===== src/rtl/ro_pkg.sv =====
// ----------------------------------------------------------------------------
// ro_pkg
// Shared definitions for the multi-channel readout arbiter:
//   - frame marker nibbles for header and trailer words
//   - FSM state encoding
//   - field positions inside the 16-bit frame field that is left-justified
//     in every header/trailer word (lower bits are zero padding when DW > 16)
//   - helpers that build the header and trailer frame fields
// ----------------------------------------------------------------------------
package ro_pkg;

  localparam logic [3:0] HDR_MARK = 4'hA;
  localparam logic [3:0] TRL_MARK = 4'hE;

  typedef enum logic [1:0] {
    IDLE    = 2'd0,
    HEADER  = 2'd1,
    READ    = 2'd2,
    TRAILER = 2'd3
  } state_t;

  // Frame field layout (bit positions within the 16-bit field).
  localparam int FRAME_W    = 16;
  localparam int MARK_LSB   = 12;
  localparam int MARK_W     = 4;
  localparam int HDR_CH_LSB = 0;
  localparam int HDR_CH_W   = 8;
  localparam int TRL_CNT_LSB = 0;
  localparam int TRL_CNT_W   = 12;

  // Burst word counter width; large enough for the maximum burst of 4095.
  localparam int CNT_W = 12;

  function automatic logic [FRAME_W-1:0] hdr_field(input logic [HDR_CH_W-1:0] ch);
    hdr_field = '0;
    hdr_field[MARK_LSB +: MARK_W]     = HDR_MARK;
    hdr_field[HDR_CH_LSB +: HDR_CH_W] = ch;
  endfunction

  function automatic logic [FRAME_W-1:0] trl_field(input logic [TRL_CNT_W-1:0] cnt);
    trl_field = '0;
    trl_field[MARK_LSB +: MARK_W]       = TRL_MARK;
    trl_field[TRL_CNT_LSB +: TRL_CNT_W] = cnt;
  endfunction

endpackage


===== src/rtl/ro_channel_arbiter_rr_pick.sv =====
// ----------------------------------------------------------------------------
// rr_pick
// Combinational round-robin priority picker. Returns the first requesting
// index found searching upward from ptr, wrapping modulo NCH.
// Ports:
//   req   in  NCH   request vector
//   ptr   in  CH_W  search start index (always < NCH)
//   idx   out CH_W  picked index (0 when nothing is requested)
//   valid out 1     at least one request is set
// ----------------------------------------------------------------------------
module rr_pick #(
  parameter int NCH  = 4,
  parameter int CH_W = 2
) (
  input  logic [NCH-1:0]  req,
  input  logic [CH_W-1:0] ptr,
  output logic [CH_W-1:0] idx,
  output logic            valid
);

  always_comb begin
    // NOTE: every combinational output gets a default before any branch so
    // no path leaves it unassigned, which would otherwise infer a latch.
    idx   = '0;
    valid = 1'b0;
    for (int k = 0; k < NCH; k++) begin
      if (!valid && req[(int'(ptr) + k) % NCH]) begin
        valid = 1'b1;
        idx   = CH_W'((int'(ptr) + k) % NCH);
      end
    end
  end

endmodule


===== src/rtl/ro_channel_arbiter.sv =====
// ----------------------------------------------------------------------------
// ro_channel_arbiter
// Round-robin scheduler sharing one output-FIFO write port between NCH
// show-ahead channel FIFOs. Each grant emits a frame: header word, up to
// MAX_BURST data words popped from the granted channel, then a trailer word
// carrying the data word count.
// Ports:
//   CLK        in  1       system clock
//   RST        in  1       synchronous, active-high reset
//   DAVAIL     in  NCH     per-channel FIFO non-empty
//   CH_DATA    in  NCH*DW  per-channel head word, channel i at [i*DW +: DW]
//   CH_RDEN    out NCH     one-hot pop strobe (combinational)
//   FIFO_FULL  in  1       output FIFO full
//   WR_EN      out 1       registered output FIFO write strobe
//   WR_DATA    out DW      registered output FIFO write data
//   CHSEL      out CH_W    registered index of the granted channel
//   BUSY       out 1       registered, high whenever the FSM is not IDLE
// ----------------------------------------------------------------------------
module ro_channel_arbiter
  import ro_pkg::*;
#(
  parameter int NCH       = 4,
  parameter int DW        = 16,
  parameter int MAX_BURST = 64,
  parameter int CH_W      = 2
) (
  input  logic              CLK,
  input  logic              RST,
  input  logic [NCH-1:0]    DAVAIL,
  input  logic [NCH*DW-1:0] CH_DATA,
  output logic [NCH-1:0]    CH_RDEN,
  input  logic              FIFO_FULL,
  output logic              WR_EN,
  output logic [DW-1:0]     WR_DATA,
  output logic [CH_W-1:0]   CHSEL,
  output logic              BUSY
);

  localparam logic [CNT_W-1:0] MAX_CNT = CNT_W'(MAX_BURST);

  state_t            state_q, state_d;
  logic [CNT_W-1:0]  cnt_q, cnt_d;
  logic [CH_W-1:0]   rr_q, rr_d;
  logic [CH_W-1:0]   chsel_d;
  logic              wr_en_d;
  logic [DW-1:0]     wr_data_d;

  logic [CH_W-1:0]   pick_idx;
  logic              pick_valid;
  logic              sel_avail;
  logic [DW-1:0]     sel_data;
  logic              pop;
  logic [CNT_W-1:0]  cnt_inc;

  // Header/trailer fields sit in the top 16 bits; wider words pad below.
  function automatic logic [DW-1:0] frame_word(input logic [FRAME_W-1:0] f);
    frame_word = '0;
    frame_word[DW-1 -: FRAME_W] = f;
  endfunction

  rr_pick #(
    .NCH  (NCH),
    .CH_W (CH_W)
  ) u_rr_pick (
    .req   (DAVAIL),
    .ptr   (rr_q),
    .idx   (pick_idx),
    .valid (pick_valid)
  );

  assign sel_avail = DAVAIL[CHSEL];
  assign sel_data  = CH_DATA[int'(CHSEL)*DW +: DW];
  assign cnt_inc   = cnt_q + 1'b1;

  // Pop is suppressed during reset so no word is consumed that the reset
  // would then drop on the floor.
  assign pop = (state_q == READ) && sel_avail && !FIFO_FULL &&
               (cnt_q < MAX_CNT) && !RST;

  // State and output registers.
  always_ff @(posedge CLK) begin
    // NOTE: reset is synchronous here: it is just the highest-priority branch
    // sampled on the clock edge, not part of the sensitivity list.
    if (RST) begin
      state_q <= IDLE;
      cnt_q   <= '0;
      rr_q    <= '0;
      CHSEL   <= '0;
      WR_EN   <= 1'b0;
      WR_DATA <= '0;
      BUSY    <= 1'b0;
    end else begin
      // NOTE: sequential state uses non-blocking assignments so every
      // register samples the pre-edge value of every other register.
      state_q <= state_d;
      cnt_q   <= cnt_d;
      rr_q    <= rr_d;
      CHSEL   <= chsel_d;
      WR_EN   <= wr_en_d;
      WR_DATA <= wr_data_d;
      BUSY    <= (state_d != IDLE);
    end
  end

  // Next-state logic.
  always_comb begin
    state_d = state_q;
    case (state_q)
      IDLE:    if (pick_valid) state_d = HEADER;
      HEADER:  if (!FIFO_FULL) state_d = READ;
      READ: begin
        if (!sel_avail)                          state_d = TRAILER;
        else if (pop && (cnt_inc == MAX_CNT))    state_d = TRAILER;
        else if (!pop && (cnt_q >= MAX_CNT))     state_d = TRAILER;
      end
      TRAILER: if (!FIFO_FULL) state_d = IDLE;
      default: state_d = IDLE;
    endcase
  end

  // Output and datapath logic.
  always_comb begin
    CH_RDEN   = '0;
    wr_en_d   = 1'b0;
    wr_data_d = WR_DATA;
    chsel_d   = CHSEL;
    cnt_d     = cnt_q;
    rr_d      = rr_q;
    case (state_q)
      IDLE: begin
        if (pick_valid) begin
          chsel_d = pick_idx;
          cnt_d   = '0;
        end
      end
      HEADER: begin
        if (!FIFO_FULL) begin
          wr_en_d   = 1'b1;
          wr_data_d = frame_word(hdr_field(HDR_CH_W'(CHSEL)));
        end
      end
      READ: begin
        if (pop) begin
          CH_RDEN[CHSEL] = 1'b1;
          wr_en_d        = 1'b1;
          wr_data_d      = sel_data;
          cnt_d          = cnt_inc;
        end
      end
      TRAILER: begin
        if (!FIFO_FULL) begin
          wr_en_d   = 1'b1;
          wr_data_d = frame_word(trl_field(cnt_q[TRL_CNT_W-1:0]));
          rr_d      = (CHSEL == CH_W'(NCH - 1)) ? '0 : CHSEL + 1'b1;
        end
      end
      default: ;
    endcase
  end

endmodule


===== config.mk =====
export PLATFORM = sky130hd
export DESIGN_NAME = ro_channel_arbiter
export DESIGN_NICKNAME = d
export VERILOG_FILES = /design/src/rtl/ro_pkg.sv /design/src/rtl/ro_channel_arbiter_rr_pick.sv /design/src/rtl/ro_channel_arbiter.sv
export SDC_FILE = /design/constraint.sdc
export NUM_CORES = 1
export LEC_CHECK = 0
export ABC_CLOCK_PERIOD_IN_PS = 4700
export BUFFER_PORTS_ARGS = -buffer_cell sky130_fd_sc_hd__buf_2
export CAP_MARGIN = 0
export CELL_PAD_IN_SITES_DETAIL_PLACEMENT = 1
export CELL_PAD_IN_SITES_GLOBAL_PLACEMENT = 1
export CORE_UTILIZATION = 37
export DETAILED_ROUTE_END_ITERATION = 8
export GPL_TIMING_DRIVEN = 0
export HOLD_SLACK_MARGIN = 0.06
export PLACE_DENSITY_LB_ADDON = 0.1
export SYNTH_ARGS = -nofsm -noshare
export SYNTH_HDL_FRONTEND = slang
export SYNTH_SLANG_ARGS = --single-unit

===== constraint.sdc =====
create_clock -name CLK -period 4.7 [get_ports CLK]
set_clock_uncertainty 0.2 [all_clocks]
set_input_delay 0.705 -clock CLK [delete_from_list [all_inputs] [get_ports CLK]]
set_output_delay 0.705 -clock CLK [all_outputs]
set_load 0.01 [all_outputs]

==> results.txt <==
xor/xnor share of the synthesized area - 1.171%
crit path from - CHSEL[0]
Die X - 79.87 um
Post-CTS Setup Inserts - 0
nets@finish - 426
FP Rows - 27
crit start category - flip-flop
Crit path arrival time - 2.32 ns
Critical Setup Path Class - flip-flop to output port
full die area - 6378 um^2
clk sinks - 36
post-route setup TNS - 0 ns
initial antenna violation count - 0
max cap viols - 0
Sw Ratio - 28.14%
switching pwr - 0.2057 mW
library cells used by synthesis - 40
Area growth, synth to finish - 29.28%
Worst R2R Setup Slack - 2.15 ns
largest net degree at the start of global routing - 11
Synth Warn # - 0
worst hold slack - 0.2533 ns
dpl cells - 413
post-synthesis cell area - 2243 um^2
HP Start - WR_DATA[4]
internal power - 0.5252 mW
Pleak - 1.213 nW
clock power share - 33.6%
RSZ-0062 raised after global routing - false
first-pass GRT wire length - 11470 um
Req. time, crit path - 3.80 ns
Comb pwr share - 22.5%
drt pass-1 iters - 4
worst slew pin tran - 0.6948 ns
Tcrit/Tclk final - 68.57%
Starting Density - 39.53%
Avg Cell Area, Syn - 9.083 um^2
final hold viol count - 0
Ports - 95
CTS resizes - 0
Clock Latency Late Sink - 0.29 ns
layout cells sized above 1 - 39.08%
simple-gate area share of the yosys netlist - 22.36%
Power Density - 252.0 nW/um^2
Clock Tree Root - clkbuf_8
terminus of the critical flop-to-flop path - state_q[0]
Finished Layout Cells - 420
FMAX - 310.3 MHz
filler instances - 711
register area share after synthesis - 32.12%
crit end category - output port
r2r startpoint - cnt_q[0]
post-route minimum period - 3.223 ns
GP Congestion - 0.8124
Remaining Overflow, GRT - 0
Post-route DRC - 0
worst vdd ir - 0.1370 mV
final wirelength - 6966 um
Slew headroom - 53.32%
Routed WL per cell - 16.59 um
clk slew on worst S/H paths - 0.08 ns
CP most frequent cell - buf_2
hold_buf cts - 0
combinational family with the most area after synthesis - simple AND/OR/NAND/NOR gates
CTS tree - yes
Hold Path Class - flip-flop to flip-flop
mux share of post-synthesis cell area - 21.92%
input/output buffers - 94
Post-Synth Adder-Cell Area - 3.904%
Die Ht - 79.87 um
post-synthesis register bit count - 36
Initial DRC Count - 52
Synth Area in Compound Gates - 14.00%
Total GRT Usage - 23.51%
Worst path slowest cell - mux4_2
Final Max Slew Viols - 0
CTS Buf Count - 5
Ant. Diodes - 0
total vias in the final route - 2333
Hold EP - WR_DATA[4]
Reg power frac - 43.9%
core area - 5675 um^2
R2R depth - 6
final setup violation count - 0
cells after synthesis - 247
DP HPWL - 5490 um
H-tree depth - 2
Post-Syn Nets - 325
CP peak stage delay - 0.59 ns
Max clock buf depth - 2
Post-DRT Antenna Nets - 0
critical path fanouts, max - 10
Via density - 5.555
outcome - finished clean
vias in the first global route - 2444
Hold Path Cell Cnt - 2
worst-path cell chain - mux4_2 -> and4_1 -> buf_2 -> buf_2 -> and2_1 -> buf_2
==> metrics by stage <==
stage / worst slack, ns / utilization, % / total power, mW / area (um^2)
final: 1.477 / 51.10 / 0.7309 / 2900
after global routing: 1.272 / 51.10 / 0.7629 / 2900
after CTS: 1.404 / 51.10 / 0.7355 / 2900
after detailed placement: 1.481 / 49.40 / 0.4930 / 2804
after global placement: 1.493 / 49.40 / 0.4902 / 2804
after floorplan: 1.905 / - / 0.4278 / 2243
==> layout make-up <==
type / count / area [um^2] / share of cell area (%)
sequential: 36 / 720.7 / 24.85
clock buffer: 7 / 96.34 / 3.322
tap: 72 / 90.09 / 3.106
timing repair buffer: 94 / 470.5 / 16.22
multi-input combinational: 187 / 1421 / 49.01
inverter: 5 / 18.77 / 0.6471
buffer: 19 / 82.58 / 2.847
==> power by group through the flow <==
stage          clock network [mW]  registers [mW]  logic [mW]
3_3_place_gp                    0           0.328       0.162
5_1_grt                     0.260           0.323       0.181
6_report                    0.246           0.321       0.164
4_1_cts                     0.249           0.321       0.165
3_5_place_dp                    0           0.328       0.165
2_1_floorplan                   0           0.330      0.0974
==> synthesized netlist by cell type, drive strengths merged <==
cell type  number  area (um^2)
a2111oi         1        15.01
a211oi          1        7.510
a21oi          30        150.1
a311oi          3        26.28
a31oi           5        31.28
and2            9        56.30
and3            2        12.51
and4            1        8.760
buf            10        48.79
clkbuf          9        33.78
dfxtp          36        720.7
ha              7        87.58
inv             5        18.77
mux2            7        78.83
mux2i           3        30.03
mux4           17        382.9
nand2          25        93.84
nand2b          4        25.02
nand3          12        60.06
nand4           3        18.77
nand4b          2        17.52
nor2           17        63.81
nor2b           1        6.260
nor3           12        65.06
nor3b           4        30.03
nor4            2        12.51
nor4b           1        8.760
o211ai          3        22.52
o21a            1        7.510
o21ai           3        15.01
o221ai          1        8.760
o22ai           1        6.260
o31a            1        8.760
o31ai           2        15.01
or3             2        12.51
or4b            1        10.01
xnor2           3        26.28
==> cells by family after synthesis <==
group           Yosys count
mux                      27
simple gates             98
xor+xnor                  3
flops                    36
fa+ha+maj                 7
compound gates           52
buf+inv                  24
==> worst max-delay path by stage <==
stage                  to  slack, ns  cells past startpoint
2_1_floorplan  CH_RDEN[0]       1.91                      5
3_3_place_gp   CH_RDEN[0]       1.49                      7
3_5_place_dp   CH_RDEN[0]       1.48                      7
4_1_cts        CH_RDEN[0]       1.40                      6
5_1_grt        CH_RDEN[0]       1.27                      6
6_report       CH_RDEN[0]       1.48                      6
==> critical path: cells and delay by family, from the launching register on <==
kind / cells / cell delay [ns]
buffers and inverters: 3 / 0.55
multiplexers: 1 / 0.59
flip-flops: 1 / 0.48
AND/OR/NAND/NOR: 2 / 0.40
==> metal layers <==
layer / vias up / track usage, % / part of all wire (%)
li1: 1116 / - / -
met5: - / 0 / 0
met3: 7 / 4.114 / 3.7
met4: 0 / 6.607 / 1.0
met1: 1154 / 29.54 / 46
met2: 56 / 41.03 / 49
==> cells in the final DEF, fill, tap and decap left out, drive strengths merged, types with 3 or more instances in the layout <==
master and count:
nand2b 4, and2 9, nor3 12, inv 5, nand2 25, o211ai 3
nand4 3, dfxtp 36, clkbuf 16, nor3b 4, a311oi 3, ha 7
mux2 7, nand3 12, buf 104, a31oi 5, xnor2 3, nor2 17
mux2i 3, a21oi 30, o21ai 3, mux4 17
==> flip-flops by register name (all words and copies together), names as in the netlist <==
signal	flops
CHSEL	2
state_q	2
WR_DATA	16
cnt_q	12
BUSY	1
WR_EN	1
rr_q	2
Note: power is estimated with default switching activity, not from simulation.
